### src/rtl/pkg_ram.sv
// Shared RAM device operation codes used by the arbiter and by its RAM.
package pkg_ram;

  typedef enum logic [1:0] {
    RAM_NOP   = 2'd0,
    RAM_FETCH = 2'd1,
    RAM_STORE = 2'd2
  } ram_op_t;

endpackage

### src/rtl/ram_arbiter.sv
// ram_arbiter: two-port arbiter in front of a single-ported RAM device.
//   Port A is a fetch-only instruction requester, port B a load/store requester.
//   Each transaction takes an ISSUE cycle (RAM operation driven) followed by a
//   RESP cycle (ack plus read data), so the RAM never sees two operations in a row.
//   Payload is never latched: requesters hold addr/dtype/we/wdata until ack.
// Configuration macro:
//   RAM_ARB_RR_EN defined   -> ties from IDLE go to the port not served last.
//   RAM_ARB_RR_EN undefined -> port B always wins ties (default build).
//   In both builds a pending request on the other port is served right after
//   a response, so alternating traffic runs back to back.
module ram_arbiter
  import pkg_ram::*;
#(
  parameter int ADDRW = 17,
  parameter int DTW   = 2
) (
  input  logic             clk,
  input  logic             rst_n,
  // Port A: instruction fetch
  input  logic             req_a,
  input  logic [ADDRW-1:0] addr_a,
  input  logic [DTW-1:0]   dtype_a,
  output logic             ack_a,
  output logic [31:0]      rdata_a,
  // Port B: load/store
  input  logic             req_b,
  input  logic             we_b,
  input  logic [ADDRW-1:0] addr_b,
  input  logic [DTW-1:0]   dtype_b,
  input  logic [31:0]      wdata_b,
  output logic             ack_b,
  output logic [31:0]      rdata_b,
  // Shared RAM device
  output ram_op_t          ram_op,
  output logic [ADDRW-1:0] ram_addr,
  output logic [DTW-1:0]   ram_data_type,
  output logic [31:0]      ram_data_in,
  input  logic [31:0]      ram_data_out,
  // Status
  output logic             busy
);

  typedef enum logic [1:0] {
    ST_IDLE  = 2'd0,
    ST_ISSUE = 2'd1,
    ST_RESP  = 2'd2
  } state_t;

  // Grant encoding: 0 selects port A, 1 selects port B.
  localparam logic GRANT_A = 1'b0;
  localparam logic GRANT_B = 1'b1;

  state_t state_q, state_d;
  logic   g_q, g_d;

  // Grant to use when both ports request while idle.
  logic   tie_grant_s;
  // Request level of the port that is not currently granted.
  logic   other_req_s;

`ifdef RAM_ARB_RR_EN
  logic   last_q, last_d;

  // Round-robin tie break: favour the port that was not served last.
  assign tie_grant_s = ~last_q;
`else
  // Fixed priority tie break: port B always wins.
  assign tie_grant_s = GRANT_B;
`endif

  assign other_req_s = (g_q == GRANT_B) ? req_a : req_b;

  // Op code for the granted port: A only fetches, B stores when we_b is set.
  function automatic ram_op_t grant_op(input logic grant, input logic we);
    ram_op_t op;
    if (grant == GRANT_B) begin
      op = we ? RAM_STORE : RAM_FETCH;
    end else begin
      op = RAM_FETCH;
    end
    return op;
  endfunction

  // Next-state, grant and last-served selection.
  always_comb begin
    state_d = state_q;
    g_d     = g_q;
`ifdef RAM_ARB_RR_EN
    last_d  = last_q;
`endif
    case (state_q)
      ST_IDLE: begin
        if (req_a && req_b) begin
          state_d = ST_ISSUE;
          g_d     = tie_grant_s;
        end else if (req_a || req_b) begin
          state_d = ST_ISSUE;
          g_d     = req_b;
        end else begin
          state_d = ST_IDLE;
        end
      end
      ST_ISSUE: begin
        // The RAM completes in one cycle; the response always follows.
        state_d = ST_RESP;
      end
      ST_RESP: begin
`ifdef RAM_ARB_RR_EN
        last_d = g_q;
`endif
        // The acked port's own request is ignored here; it must drop after ack.
        if (other_req_s) begin
          state_d = ST_ISSUE;
          g_d     = ~g_q;
        end else begin
          state_d = ST_IDLE;
        end
      end
      default: begin
        state_d = ST_IDLE;
        g_d     = GRANT_A;
      end
    endcase
  end

  // State, grant and last-served registers with asynchronous reset.
  always_ff @(posedge clk or negedge rst_n) begin
    if (!rst_n) begin
      state_q <= ST_IDLE;
      g_q     <= GRANT_A;
`ifdef RAM_ARB_RR_EN
      last_q  <= GRANT_A;
`endif
    end else begin
      state_q <= state_d;
      g_q     <= g_d;
`ifdef RAM_ARB_RR_EN
      last_q  <= last_d;
`endif
    end
  end

  // RAM command, acks, read data and busy decoded from the current state.
  always_comb begin
    ram_op        = RAM_NOP;
    ram_addr      = {ADDRW{1'b0}};
    ram_data_type = {DTW{1'b0}};
    ram_data_in   = 32'd0;
    ack_a         = 1'b0;
    ack_b         = 1'b0;
    rdata_a       = 32'd0;
    rdata_b       = 32'd0;
    busy          = 1'b0;
    case (state_q)
      ST_IDLE: begin
        busy = 1'b0;
      end
      ST_ISSUE: begin
        busy   = 1'b1;
        ram_op = grant_op(g_q, we_b);
        if (g_q == GRANT_B) begin
          ram_addr      = addr_b;
          ram_data_type = dtype_b;
          ram_data_in   = wdata_b;
        end else begin
          ram_addr      = addr_a;
          ram_data_type = dtype_a;
          ram_data_in   = 32'd0;
        end
      end
      ST_RESP: begin
        // Read data is forwarded only alongside its ack so idle rdata stays zero.
        busy = 1'b1;
        if (g_q == GRANT_B) begin
          ack_b   = 1'b1;
          rdata_b = ram_data_out;
        end else begin
          ack_a   = 1'b1;
          rdata_a = ram_data_out;
        end
      end
      default: begin
        busy = 1'b0;
      end
    endcase
  end

endmodule

### config.mk
export PLATFORM = sky130hd
export DESIGN_NAME = ram_arbiter
export DESIGN_NICKNAME = d
export VERILOG_FILES = /design/src/rtl/pkg_ram.sv /design/src/rtl/ram_arbiter.sv
export SDC_FILE = /design/constraint.sdc
export NUM_CORES = 1
export LEC_CHECK = 0
export CAP_MARGIN = 10
export CELL_PAD_IN_SITES_DETAIL_PLACEMENT = 1
export CELL_PAD_IN_SITES_GLOBAL_PLACEMENT = 2
export CORE_UTILIZATION = 10
export DETAILED_ROUTE_END_ITERATION = 7
export PLACE_DENSITY = 0.95
export SYNTH_ARGS = -nofsm -noshare
export SYNTH_HDL_FRONTEND = slang
export SYNTH_SLANG_ARGS = --single-unit
### constraint.sdc
create_clock -name clk -period 2.15 [get_ports clk]
set_clock_uncertainty 0.1 [all_clocks]
set_input_delay 0.645 -clock clk [delete_from_list [all_inputs] [get_ports clk]]
set_output_delay 0.645 -clock clk [all_outputs]
set_load 0.02 [all_outputs]
# == Word-level counts from Yosys, hierarchy flattened ==
# Index checks and enable logic that the tools add are counted.
# op_classes
bitwise,2
muxes,27
n_eq_ne,4
n_reduce_logical,5
# ops
cell,count
$mux 32,6
$mux 17,2
$mux 1,12
$mux 2,5
$pmux 2 s3,1
$ne 3x3->1 const B,1
$pmux 1 s3,1
$reduce_and 3->1,1
$eq 2x1->1 const B,1
$eq 2x2->1 const B,1
$logic_not 2->1,1
$ne 2x2->1 const B,1
$not 1->1,2
$reduce_or 2->1,1
$logic_and 1x1->1,1
$logic_or 1x1->1,1
# word_totals
elab_cells,40
out_inout_bits,120
reg_bits,3
inputBits,107

# == Logic depth before layout (Yosys ltp) ==
# logic_depth
ltp_word,4
depth_mapped,5
mapped_depth_nobuf,5

# == Least setup slack after synthesis ==
# OpenSTA, ideal clock, no wires.
# synth_path
path_type,reg-to-output
startpoint,register state_q[1]
endpoint,output port ram_op[0]
arrival_time_ns,1.327
path_slack_ns,0.078
n_path_buf,1
stages_incl_launch_ff,6
required_time_ns,1.405
path_cell_list,dfrtp_1 -> inv_1 -> ha_1 -> inv_2 -> clkbuf_1 -> a21oi_1
# synth_via
elab_chain_len,2
# synth_rtl
element,line,rtl
from (decl),ram_arbiter.sv:53,"state_t state_q, state_d;"
from (signal assigned),ram_arbiter.sv:135,state_q <= state_d;
$eq 2x1->1,ram_arbiter.sv:154,case (state_q)
$mux 2,ram_arbiter.sv:154,
to (decl),ram_arbiter.sv:34,"output ram_op_t ram_op,"
# No other way between the ends.

# == Worst setup path after layout ==
# Ends and elaborated chain as after synthesis.

==> reports/results.ini <==
[outcome]
status=complete, but fails checks
violations=setup timing

[place]
placed_area_um2=3710
port_buffers=226
detailed_place_hpwl_um=6410
gp_congestion=0.756

[cts]
cts_buffers=3
clock_sinks=3
clock_latency_ps=220
cts_root_buffer=clkbuf_16
cts_tree=done
cts_max_path_buffers=2
path_clk_slew_ps=30
htreeDepth=1

[hold_path]
hold_path_class=primary input to async pin

[drt]
viasPerCell=4.16
totalWireLength_um=9820
first_pass_iters=4
drc=0
ant_nets=0
avgRoutedWirePerCell_um=17.2
detail_route.iter0.violations=40
routed-via-count=2374

[setup_path]
r2r_slack_ps=600
cp.buffers_inverters=5
rr_worst_depth=6
worstPathArrival_ps=1580
worst_setup_path_start_kind=flip-flop
path_max_fanout=7
end_kind=output port
path_delay_family=buffers and inverters
crit_slowest_cell=dfrtp_2
reg2reg_from=state_q[1]
cp_data_required_time_ps=1400
worstSetupPathType=flip-flop to output port
r2r-end=g_q
path_cells=inv_2, ha_4, buf_12, clkinv_8, buf_16, a21oi_4, buf_6
cpPeakStageDelay_ps=430

[pwr]
power_density_nw_per_um2=1040
vdd_drop_max_v=0.000373
p_leak_nw=2.19
p_total_w=0.00511

[sta]
fin_ws_ps=-172
drv_slew=0
max_freq_mhz=431
holdWs_ps=500
rsz0062_at_grt=true
fin_tns_setup_ps=-12540
min_period_ps=2320
period_share=1.08
worstMarginPinSlew_ps=260
setup_viol=109
slew_headroom=0.822
hold_viol_final=0

[final_layout]
area_growth_pct=300
diodes=0
drive_above_1_share=0.644
postLayoutCellArea_um2=4890
multiInputGateArea_um2=1520
fill_cells=1264
seq_area_um2=77.6
finalCoreUtilization=0.419
nets=539

[synthesis]
syn_area_um2=1220
yosys_warnings=0
yosys-top-cells-area=and3_1, and2_1, mux2i_1
synthArstFlopShare=1.00
synth_nets=290
yosys.area.top_type_share=0.328
synth_area_per_cell_um2=6.82
ys_seq_elements=3
yosysTopAreaCell=and3_1
synth_top_flop_cell=dfrtp_1
synth.distinct_cells=20
seq_area_frac_synth=0.0615
synth_edf_count=0
syn_inst=179

[floorplanning]
fp.dieW_um=113
rows=39
pin_count=227
core-area_um2=11700
die_h_um=113
start_util=0.105
dieArea_um2=12700

[run]
maxCapViolations=0

[grt]
grt_pass1_wl_um=13500
grt_use_total=0.133
grt-ovfl-total=0
grt_max_degree=45
grt_pass1_vias=2599
antenna_found_initial=0

## kinds of logic (layout without fill, tap and decap cells)
| kind of cell | after synthesis | count (layout) | synth area share |
|---|---|---|---|
| flops | 3 | 3 | 0.0615 |
| simple gates | 121 | 121 | 0.578 |
| fa+ha+maj | 4 | 4 | 0.0410 |
| buf+inv | 25 | 273 | 0.127 |
| compound gates | 6 | 6 | 0.0277 |
| mux | 20 | 20 | 0.165 |
## per-stage QoR
| stage | instances | setup WS (ps) |
|---|---|---|
| after global placement | 542 | -536 |
| after floorplan | 179 | 77.6 |
| after CTS | 562 | -194 |
| final | 570 | -172 |
| after detailed placement | 542 | -545 |
| after global routing | 570 | -231 |
## state kept, by name, indices dropped and copies added (netlist names)
| signal | count |
|---|---|
| state_q | 2 |
| g_q | 1 |
## cell usage after synthesis (2+ instances only)
cell / n
inv_1: 2
a21oi_1: 3
nor2_1: 21
clkbuf_1: 7
dfrtp_1: 3
nand2_1: 2
mux2i_1: 19
ha_1: 4
and3_1: 64
buf_6: 5
buf_2: 4
inv_2: 2
buf_4: 5
and2_1: 32
## metal layers
layer	GRT usage	wire [um]	up-vias
li1	-	-	1108
met1	0.131	3440	1106
met2	0.272	5470	148
met3	0.0329	765	12
met4	0.0338	141	0
met5	0	0	-
## where the power goes
part / internal, W / switching [W]
logic: 0.00253 / 0.00215
clock network: 0.000245 / 0.0000516
registers: 0.0000880 / 0.0000466
## repair_timing
| item | in CTS | in global routing |
|---|---|---|
| buffers inserted | 9 | 6 |
| endpoints found under the setup margin | 120 | 120 |
| gates cloned | 7 | 5 |
| gates resized for setup | 746 | 125 |
| hold buffers | 0 | 0 |
| pin swaps | 3 | 35 |
## how the worst max path moves through the flow
stage          startpoint      endpoint  slack, ps  cells past startpoint
2_1_floorplan  state_q[1]     ram_op[0]         80                      5
3_3_place_gp   addr_b[15]  ram_addr[15]       -540                      4
3_5_place_dp   addr_b[15]  ram_addr[15]       -550                      4
4_1_cts        state_q[0]   rdata_a[19]       -190                      7
5_1_grt        state_q[1]   ram_addr[4]       -230                      7
6_report       state_q[1]     ram_op[0]       -170                      7
## cell usage in the layout (no fill, tap or decap), types with 2 or more instances in the layout
master           instances
inv_2                    3
a21oi_1                  2
buf_6                  116
nor2_4                  21
buf_4                   16
and3_4                  46
ha_4                     2
and2_4                  31
and3_1                  18
dfrtp_2                  2
dlymetal6s2s_1           3
ha_1                     2
buf_16                   5
buf_2                    6
clkdlybuf4s50_1        102
mux2i_1                 15
clkbuf_16                8
buf_12                  10
mux2i_2                  4
## final cells by class
type / count / share of cell area
repair buffers: 265 / 0.614
multi-input cells: 151 / 0.312
well taps: 143 / 0.0366
clock buffers: 4 / 0.0161
flip-flops and latches: 3 / 0.0159
inverters: 4 / 0.00563
Power figures use the tool's default switching activity.
